## src/rtl/jtag_dp_ctrl.sv

```systemverilog
// jtag_dp_ctrl -- JTAG TAP that loads the datapath operands and reads back its result.
// TCK/TMS/TDI are oversampled in the clk domain, so every flop here runs on clk.
// Optional feature macro JTAG_IDCODE_EN: builds the 32-bit IDCODE data register and
// makes IDCODE the reset instruction (needs DW <= 32); otherwise reset selects BYPASS.
module jtag_dp_ctrl #(
  parameter int          DW         = 8,
  parameter logic [31:0] IDCODE_VAL = 32'h1000_0001
) (
  input  logic          clk,
  input  logic          rst_n,
  input  logic          tck,
  input  logic          tms,
  input  logic          tdi,
  output logic          tdo,
  output logic          tdo_oe,
  output logic [DW-1:0] op_a,
  output logic [DW-1:0] op_b,
  input  logic [DW-1:0] y_in,
  output logic          upd_strobe,
  output logic [3:0]    tap_state
);

  typedef enum logic [3:0] {
    TLR      = 4'hF, RTI      = 4'hC, SEL_DR   = 4'h7, CAP_DR   = 4'h6,
    SHIFT_DR = 4'h2, EXIT1_DR = 4'h1, PAUSE_DR = 4'h3, EXIT2_DR = 4'h0,
    UPD_DR   = 4'h5, SEL_IR   = 4'h4, CAP_IR   = 4'hE, SHIFT_IR = 4'hA,
    EXIT1_IR = 4'h9, PAUSE_IR = 4'hB, EXIT2_IR = 4'h8, UPD_IR   = 4'hD
  } tap_state_e;

  typedef enum logic [2:0] {
    DR_BYPASS, DR_IDCODE, DR_SEL_A, DR_SEL_B, DR_RESULT
  } dr_sel_e;

  localparam logic [3:0] OP_SEL_A  = 4'b0010;
  localparam logic [3:0] OP_SEL_B  = 4'b0011;
  localparam logic [3:0] OP_RESULT = 4'b0100;
  localparam logic [3:0] OP_BYPASS = 4'b1111;
  localparam logic [3:0] IR_CAP    = 4'b0101;

`ifdef JTAG_IDCODE_EN
  localparam logic [3:0] OP_IDCODE = 4'b0001;
  localparam int         SR_W      = 32;
  localparam logic [3:0] IR_RESET  = OP_IDCODE;
`else
  localparam int         SR_W      = DW;
  localparam logic [3:0] IR_RESET  = OP_BYPASS;
`endif

  logic [1:0]    tck_sync, tms_sync, tdi_sync;
  logic          tck_d, rise, fall, tms_q, tdi_q;
  tap_state_e    state, state_next;
  logic          shifting, ir_path;
  logic [3:0]    ir_shift, ir_active;
  logic [SR_W-1:0] dr_shift;
  dr_sel_e       dr_sel;

  // Two-flop synchronisers plus a registered edge detector on synced TCK;
  // TMS/TDI get one extra stage so they line up with the rise/fall events.
  always_ff @(posedge clk or negedge rst_n) begin
    if (!rst_n) begin
      tck_sync <= '0;
      tms_sync <= '0;
      tdi_sync <= '0;
      tck_d    <= 1'b0;
      rise     <= 1'b0;
      fall     <= 1'b0;
      tms_q    <= 1'b0;
      tdi_q    <= 1'b0;
    end else begin
      tck_sync <= {tck_sync[0], tck};
      tms_sync <= {tms_sync[0], tms};
      tdi_sync <= {tdi_sync[0], tdi};
      tck_d    <= tck_sync[1];
      rise     <= tck_sync[1] & ~tck_d;
      fall     <= ~tck_sync[1] & tck_d;
      tms_q    <= tms_sync[1];
      tdi_q    <= tdi_sync[1];
    end
  end

  // TAP state register.
  always_ff @(posedge clk or negedge rst_n) begin
    if (!rst_n) state <= TLR;
    else        state <= state_next;
  end

  // IEEE 1149.1 transitions, taken only on a TCK rise.
  always_comb begin
    state_next = state;
    if (rise) begin
      case (state)
        TLR:      state_next = tms_q ? TLR      : RTI;
        RTI:      state_next = tms_q ? SEL_DR   : RTI;
        SEL_DR:   state_next = tms_q ? SEL_IR   : CAP_DR;
        CAP_DR:   state_next = tms_q ? EXIT1_DR : SHIFT_DR;
        SHIFT_DR: state_next = tms_q ? EXIT1_DR : SHIFT_DR;
        EXIT1_DR: state_next = tms_q ? UPD_DR   : PAUSE_DR;
        PAUSE_DR: state_next = tms_q ? EXIT2_DR : PAUSE_DR;
        EXIT2_DR: state_next = tms_q ? UPD_DR   : SHIFT_DR;
        UPD_DR:   state_next = tms_q ? SEL_DR   : RTI;
        SEL_IR:   state_next = tms_q ? TLR      : CAP_IR;
        CAP_IR:   state_next = tms_q ? EXIT1_IR : SHIFT_IR;
        SHIFT_IR: state_next = tms_q ? EXIT1_IR : SHIFT_IR;
        EXIT1_IR: state_next = tms_q ? UPD_IR   : PAUSE_IR;
        PAUSE_IR: state_next = tms_q ? EXIT2_IR : PAUSE_IR;
        EXIT2_IR: state_next = tms_q ? UPD_IR   : SHIFT_IR;
        UPD_IR:   state_next = tms_q ? SEL_DR   : RTI;
        default:  state_next = TLR;
      endcase
    end
  end

  // State decodes used by the shift and TDO logic.
  always_comb begin
    tap_state = state;
    shifting  = (state == SHIFT_DR) || (state == SHIFT_IR);
    ir_path   = (state == CAP_IR) || (state == SHIFT_IR) || (state == EXIT1_IR) ||
                (state == PAUSE_IR) || (state == EXIT2_IR) || (state == UPD_IR);
  end

  // Active instruction to data-register select; unknown opcodes fall back to BYPASS.
  always_comb begin
    dr_sel = DR_BYPASS;
    case (ir_active)
`ifdef JTAG_IDCODE_EN
      OP_IDCODE: dr_sel = DR_IDCODE;
`endif
      OP_SEL_A:  dr_sel = DR_SEL_A;
      OP_SEL_B:  dr_sel = DR_SEL_B;
      OP_RESULT: dr_sel = DR_RESULT;
      default:   dr_sel = DR_BYPASS;
    endcase
  end

  // Capture and LSB-first shift of the IR and DR shift registers on TCK rise.
  always_ff @(posedge clk or negedge rst_n) begin
    if (!rst_n) begin
      ir_shift <= '0;
      dr_shift <= '0;
    end else if (rise) begin
      case (state)
        CAP_IR:   ir_shift <= IR_CAP;
        SHIFT_IR: ir_shift <= {tdi_q, ir_shift[3:1]};
        CAP_DR: begin
          case (dr_sel)
            DR_IDCODE: dr_shift <= SR_W'(IDCODE_VAL);
            DR_SEL_A:  dr_shift <= SR_W'(op_a);
            DR_SEL_B:  dr_shift <= SR_W'(op_b);
            DR_RESULT: dr_shift <= SR_W'(y_in);
            default:   dr_shift <= '0;
          endcase
        end
        SHIFT_DR: begin
          case (dr_sel)
`ifdef JTAG_IDCODE_EN
            DR_IDCODE: dr_shift <= {tdi_q, dr_shift[SR_W-1:1]};
`endif
            DR_SEL_A, DR_SEL_B, DR_RESULT: dr_shift[DW-1:0] <= {tdi_q, dr_shift[DW-1:1]};
            default:   dr_shift[0] <= tdi_q;
          endcase
        end
        default: ;
      endcase
    end
  end

  // TCK-fall work: drive TDO/TDO_OE, apply IR and operand updates, pulse the strobe.
  always_ff @(posedge clk or negedge rst_n) begin
    if (!rst_n) begin
      tdo        <= 1'b0;
      tdo_oe     <= 1'b0;
      op_a       <= '0;
      op_b       <= '0;
      upd_strobe <= 1'b0;
      ir_active  <= IR_RESET;
    end else begin
      upd_strobe <= 1'b0;
      if (state == TLR) begin
        ir_active <= IR_RESET;
      end
      if (fall) begin
        tdo    <= ir_path ? ir_shift[0] : dr_shift[0];
        tdo_oe <= shifting;
        if (state == UPD_IR) begin
          ir_active <= ir_shift;
        end
        if (state == UPD_DR) begin
          if (dr_sel == DR_SEL_A) begin
            op_a       <= dr_shift[DW-1:0];
            upd_strobe <= 1'b1;
          end else if (dr_sel == DR_SEL_B) begin
            op_b       <= dr_shift[DW-1:0];
            upd_strobe <= 1'b1;
          end
        end
      end
    end
  end

endmodule

```

## config.mk

```make
export PLATFORM = sky130hd
export DESIGN_NAME = jtag_dp_ctrl
export DESIGN_NICKNAME = d
export VERILOG_FILES = /design/src/rtl/jtag_dp_ctrl.sv
export SDC_FILE = /design/constraint.sdc
export NUM_CORES = 1
export LEC_CHECK = 0
export CAP_MARGIN = 20
export CORE_UTILIZATION = 50
export DETAILED_ROUTE_END_ITERATION = 10
export PLACE_DENSITY = 0.74
export RECOVER_POWER = 25
export SETUP_SLACK_MARGIN = 0.02
export SLEW_MARGIN = 0
export SYNTH_ARGS = -nofsm -noshare
export SYNTH_HDL_FRONTEND = slang
export SYNTH_SLANG_ARGS = --single-unit
```

## constraint.sdc

```tcl
create_clock -name clk -period 2.26 [get_ports clk]
set_input_delay 0.565 -clock clk [delete_from_list [all_inputs] [get_ports clk]]
set_output_delay 0.565 -clock clk [all_outputs]
set_load 0.005 [all_outputs]
```

==> results.py, run 1 <==
metrics = {
    "power": {
        "power_density_nw_per_um2": 975,
        "p_leak_nw": 1.32,
        "ir_worst_vdd_mv": 0.482,
    },
    "layout": {
        "syn2layout_area_growth_pct": 20.5,
        "final_core_util": 0.629,
        "nets": 256,
        "drive_above_1_share": 0.246,
        "n_antenna_cell": 0,
        "fill_cells": 422,
    },
    "place": {
        "hpwl_um": 3480,
        "port_buffers": 35,
        "place.gp.congestion": 0.800,
        "post-place-ws_ns": 0.236,
    },
    "clock_network": {
        "cts_tree": "done",
        "cts.clk_slew.worst_paths_ns": 0.09,
        "cts_buffer_depth": 2,
        "post_cts_buffers": 0,
        "ctsHoldBuffers": 0,
        "cts-root-buf": "clkbuf_8",
        "cts_max_level": 2,
        "clk_latency_ns": 0.30,
        "cts_resized": 0,
        "clock-sinks": 50,
        "cts_buffers": 5,
    },
    "synth": {
        "yosysMostFrequentCell": "dfrtp_1",
        "yosys-top-cells-area": "dfrtp_1 42%, dfstp_2 8.5%, and4bb_2 5.5%",
        "synth_cell_type_count": 47,
        "synth_top_area_share": 0.423,
        "async_flop_share": 1.00,
        "ys_seq_elements": 50,
        "synth_nets": 222,
        "synthTopCellsByCount": "42 x dfrtp_1, 11 x and4bb_2, 11 x mux2_2",
        "synth_ff_type": "dfrtp_1",
        "synth_edf_count": 0,
        "yosysWarningCount": 0,
        "ys_seq_area_frac": 0.508,
        "synth.cell_area_um2": 2480,
        "postSynthCellCount": 209,
        "synth_top_cell_by_area": "dfrtp_1",
        "syn_area_per_cell_um2": 11.9,
    },
    "floorplan": {
        "num_io_pins": 36,
        "row_count": 25,
        "start_util": 0.522,
        "dieArea_um2": 5250,
        "die-height_um": 72.5,
        "core-area_um2": 4750,
        "die_x_um": 72.5,
    },
    "route": {
        "route.vias.total": 1734,
        "ant_nets": 0,
        "wl_per_cell_um": 16.2,
        "dr.pass1.iters": 4,
        "drtIter0Drc": 180,
        "via_per_inst": 5.58,
        "drc_errors": 0,
        "drt_wl_total_um": 5030,
    },
    "global_route": {
        "grt_max_degree": 29,
        "antenna_found_initial": 0,
        "grt_pass1_wl_um": 8330,
        "grt_overflow": 0,
        "grt_pass1_vias": 1654,
        "gr-usage-all-layers": 0.208,
    },
    "setup_path": {
        "cp.buffers_inverters": 1,
        "worst_r2r_endpoint": "op_a[6]$_DFFE_PN0P_",
        "start_kind": "flip-flop",
        "critPathMaxStageDelay_ns": 0.70,
        "cp_top_family": "flip-flops",
        "setup.worst_path.end_class": "output pin",
        "r2r_cells": 3,
        "slowest_stage": "dfstp_2",
        "cp.arrival_ns": 1.55,
        "crit_path_cell_trace": "clkdlybuf4s50_1",
        "critPathRequiredTime_ns": 1.69,
        "ff2ff_setup_slack_ns": 0.21,
        "worstSetupPathType": "flip-flop to output pin",
        "worstPathMaxFanout": 15,
        "regToRegStartpoint": "ir_active[1]$_DFF_PN1_",
    },
    "sta": {
        "fin_ws_ns": 0.142,
        "layout_min_cycle_time_ns": 2.12,
        "finalSetupViolations": 0,
        "max_slew_margin": 0.153,
        "drv_slew": 0,
        "tightest_slew_ns": 1.27,
        "finalSetupTns_ns": 0,
        "hold_violations": 0,
        "fmax_mhz": 472,
        "rsz0062_at_grt": "no",
        "period_share": 0.937,
        "clock_skew_ns": 0.00955,
    },
    "hold_path": {
        "worstHoldEndpoint": "tdi_sync[1]$_DFF_PN0_",
        "hold_start": "tdi_sync[0]$_DFF_PN0_",
        "hp-class": "flip-flop to flip-flop",
        "hold_depth": 0,
    },
    "status": {
        "status": "completed",
    },
    "job": {
        "cap_violations": 0,
    },
}
[kinds of logic after synthesis]
group                  share of synthesized area
flip-flops                                 0.508
multiplexers                               0.127
AND/OR/NAND/NOR                            0.182
buffers and inverters                     0.0469
XOR/XNOR                                 0.00353
AO/OA/AOI/OAI                              0.133
[sequential cells by signal, summed over array words and instances (netlist names)]
register,cells
tms_q,1
ir_active,4
tap_state,4
tdi_sync,2
op_a,8
fall,1
upd_strobe,1
tdi_q,1
tdo_oe,1
tck_sync,2
ir_shift,4
tms_sync,2
dr_shift,8
rise,1
op_b,8
tdo,1
tck_d,1
[stage by stage]
| stage | cell area [um2] | std cells | total power, mW | hold WS [ns] |
|---|---|---|---|---|
| finish | 2990 | 311 | 2.92 | 0.353 |
| global route | 2990 | 311 | 3.09 | 0.360 |
| CTS | 2990 | 311 | 2.93 | 0.245 |
| detailed placement | 2910 | 303 | 2.43 | 0.339 |
| global placement | 2910 | 303 | 2.40 | 0.333 |
| floorplan | 2480 | 209 | 2.03 | 0.269 |
[cells in the final DEF, fill, tap and decap left out, types with 6 or more instances in the layout]
cell	instances
dfrtp_1	42
clkdlybuf4s50_1	34
mux2_2	11
and4bb_2	11
nand2_1	9
inv_1	9
a31oi_1	9
a21oi_1	8
mux2_4	8
dfstp_2	8
buf_4	8
nor2_1	7
mux2i_1	7
nor2b_1	6
a211o_1	6
and2_1	6
[routing by layer]
layer	wire, um	up-vias	track usage	part of all wire
met5	0	-	0	0
met4	46	0	0.0523	0.0092
met3	195	7	0.0403	0.039
met2	2270	34	0.295	0.45
met1	2520	864	0.326	0.50
li1	-	829	-	-
[layout make-up]
| type | count | area [um2] | share of cell area |
|---|---|---|---|
| Sequential cell | 50 | 1260 | 0.422 |
| Multi-Input combinational cell | 133 | 1100 | 0.369 |
| Timing Repair Buffer | 44 | 424 | 0.142 |
| Tap cell | 67 | 83.8 | 0.0280 |
| Clock buffer | 6 | 72.6 | 0.0243 |
| Inverter | 9 | 33.8 | 0.0113 |
| Clock inverter | 2 | 10.0 | 0.00335 |
[worst max path at each step]
stage / start / end / slack [ns] / cells past startpoint
3_3_place_gp: ir_active[1]$_DFF_PN1_ / op_a[5]$_DFFE_PN0P_ / 0.29 / 3
6_report: tap_state[0]$_DFFE_PN1P_ / tap_state[0] / 0.14 / 1
3_5_place_dp: ir_active[1]$_DFF_PN1_ / op_a[6]$_DFFE_PN0P_ / 0.24 / 3
5_1_grt: tap_state[0]$_DFFE_PN1P_ / tap_state[0] / 0.09 / 1
2_1_floorplan: ir_active[1]$_DFF_PN1_ / op_a[0]$_DFFE_PN0P_ / 0.40 / 5
4_1_cts: tap_state[0]$_DFFE_PN1P_ / tap_state[0] / 0.13 / 1
[where the power goes]
| group | total, mW | leakage [nW] | switching (mW) | internal [mW] |
|---|---|---|---|---|
| sequential | 1.48 | 0.629 | 0.328 | 1.16 |
| clock | 0.501 | 0.0450 | 0.286 | 0.215 |
| combinational | 0.930 | 0.647 | 0.391 | 0.539 |
| total | 2.92 | 1.32 | 1.00 | 1.91 |
Note: power is estimated with default switching activity, not from simulation.
==> run 2: changes to the inputs <==
Settings changed: CORE_MARGIN set to 2.
==> run 2 against run 1 <==
- clock power grew 21%
- setup slack worse by 0.038 ns
- critical path depth stayed put
- power grew 3.5%
- clock skew decreased by 0.00080 ns
- via count decreased by 2.4%
- hold slack is essentially flat
- register-to-register slack lost 0.05 ns
- die area up 5.6%
- first-iteration DRC count decreased by 24%
- sequential power grew 3%
- critical path type unchanged
==> results.py, run 2 (synthesized netlist as in run 1, its figures left out) <==
metrics = {
    "setup_path": {
        "setup.worst_path.end_class": "output pin",
        "regToRegStartpoint": "ir_active[2]$_DFF_PN1_",
        "crit_start": "tap_state[1]$_DFFE_PN1P_",
        "crit_path_cell_trace": "clkdlybuf4s50_1",
        "cp_top_family": "flip-flops",
        "ff2ff_setup_slack_ns": 0.16,
        "critPathMaxStageDelay_ns": 0.73,
        "slowest_stage": "dfstp_2",
        "worstSetupPathType": "flip-flop to output pin",
        "worstSetupPathDepth": 1,
        "cp.buffers_inverters": 1,
        "worstPathMaxFanout": 18,
        "start_kind": "flip-flop",
        "cp.arrival_ns": 1.59,
        "critPathRequiredTime_ns": 1.69,
        "r2r_cells": 5,
        "worst_r2r_endpoint": "dr_shift[6]$_DFFE_PN0P_",
    },
    "layout": {
        "layout_common_cells": "42 x dfrtp_1, 32 x clkdlybuf4s50_1, 11 x mux2_2, 11 x and4bb_2",
        "reg_top3": "dr_shift x8, op_a x8, op_b x8",
        "n_antenna_cell": 0,
        "nets": 253,
        "final_common_cell": "dfrtp_1",
        "final_cell_count_no_fill": 308,
        "syn2layout_area_growth_pct": 20.8,
        "drive_above_1_share": 0.241,
    },
    "global_route": {
        "grt_pass1_vias": 1514,
        "gr-usage-all-layers": 0.191,
        "antenna_found_initial": 0,
        "grt_pass1_wl_um": 7960,
        "grt_overflow": 0,
        "grt_max_degree": 31,
    },
    "route": {
        "drt_wl_total_um": 4950,
        "drc_errors": 0,
        "drtIter0Drc": 136,
        "via_per_inst": 5.50,
        "ant_nets": 0,
        "route.vias.total": 1693,
        "wl_per_cell_um": 16.1,
        "dr.pass1.iters": 4,
    },
    "power": {
        "pwr-share-clk": 0.200,
        "p_total_mw": 3.02,
        "power_density_nw_per_um2": 1010,
        "power_frac_comb": 0.292,
        "p_sw_mw": 1.01,
        "sequentialPowerShare": 0.508,
        "ir_worst_vdd_mv": 0.692,
        "p_leak_nw": 1.32,
        "swShare": 0.333,
        "p_int_mw": 2.01,
    },
    "floorplan": {
        "num_io_pins": 36,
        "die-height_um": 74.5,
        "core-area_um2": 4750,
        "dieArea_um2": 5540,
        "row_count": 25,
        "start_util": 0.522,
        "die_x_um": 74.5,
    },
    "place": {
        "place.gp.congestion": 0.792,
        "dp_cells": 300,
        "hpwl_um": 3320,
        "port_buffers": 35,
    },
    "status": {
        "status": "completed",
    },
    "clock_network": {
        "clock-sinks": 50,
        "cts.clk_slew.worst_paths_ns": 0.09,
        "cts_buffers": 5,
        "ctsHoldBuffers": 0,
        "cts-root-buf": "clkbuf_8",
        "clk_latency_ns": 0.30,
        "cts_tree": "done",
        "cts_max_level": 2,
        "cts_buffer_depth": 2,
    },
    "hold_path": {
        "hold_start": "tdi_sync[1]$_DFF_PN0_",
        "hp-class": "flip-flop to flip-flop",
        "worstHoldEndpoint": "tdi_q$_DFF_PN0_",
        "hold_depth": 0,
    },
    "job": {
        "cap_violations": 0,
    },
    "sta": {
        "period_share": 0.954,
        "layout_min_cycle_time_ns": 2.16,
        "finalSetupTns_ns": 0,
        "fin_hold_ws_ns": 0.353,
        "hold_violations": 0,
        "max_slew_margin": 0.236,
        "finalSetupViolations": 0,
        "clock_skew_ns": 0.00874,
        "rsz0062_at_grt": "no",
        "drv_slew": 0,
        "fmax_mhz": 464,
        "tightest_slew_ns": 1.15,
    },
}
[run 2: cell count changes in the layout (fill, tap and decap cells not counted), moves of 2 or more]
cell	previous run	this run
clkinv_2	2	0
clkdlybuf4s50_1	34	32
buf_4	8	5
dlygate4sd3_1	0	2
[run 2: how the worst max path moves through the flow]
stage	to
2_1_floorplan	op_a[0]$_DFFE_PN0P_
3_3_place_gp	dr_shift[5]$_DFFE_PN0P_
3_5_place_dp	op_a[2]$_DFFE_PN0P_
4_1_cts	tap_state[1]
5_1_grt	tap_state[1]
6_report	tap_state[1]
[run 2: stage by stage]
| stage | area, um2 | util | worst slack (ns) |
|---|---|---|---|
| CTS | 2990 | 0.629 | 0.0887 |
| detailed placement | 2890 | 0.607 | 0.182 |
| floorplan | 2480 | - | 0.395 |
| global route | 3000 | 0.631 | 0.0287 |
| global placement | 2890 | 0.607 | 0.232 |
| finish | 3000 | 0.631 | 0.104 |
[run 2: area by class of cell]
cell class | count | area, um2
Timing Repair Buffer | 41 | 402
Inverter | 9 | 33.8
Tap cell | 67 | 83.8
Clock buffer | 7 | 76.3
Fill cell | 393 | 1760
Sequential cell | 50 | 1260
Multi-Input combinational cell | 133 | 1110
Clock inverter | 1 | 30.0
[run 2: power by group through the flow]
stage / registers (mW) / logic (mW) / clock network [mW]
6_report: 1.53 / 0.881 / 0.604
5_1_grt: 1.57 / 0.972 / 0.659
4_1_cts: 1.52 / 0.888 / 0.624
3_5_place_dp: 1.53 / 0.877 / 0
3_3_place_gp: 1.52 / 0.865 / 0
2_1_floorplan: 1.33 / 0.697 / 0
[run 2: repair_timing]
action	in CTS	in global routing
buffers inserted	0	0
gates resized for setup	0	3
endpoints found under the setup margin	0	10
[run 2: layer usage]
metal / part of all wire / vias to the layer above / track usage
li1: - / 822 / -
met1: 0.50 / 815 / 0.307
met2: 0.43 / 51 / 0.265
met3: 0.063 / 5 / 0.0407
met4: 0.0085 / 0 / 0.0417
met5: 0 / - / 0
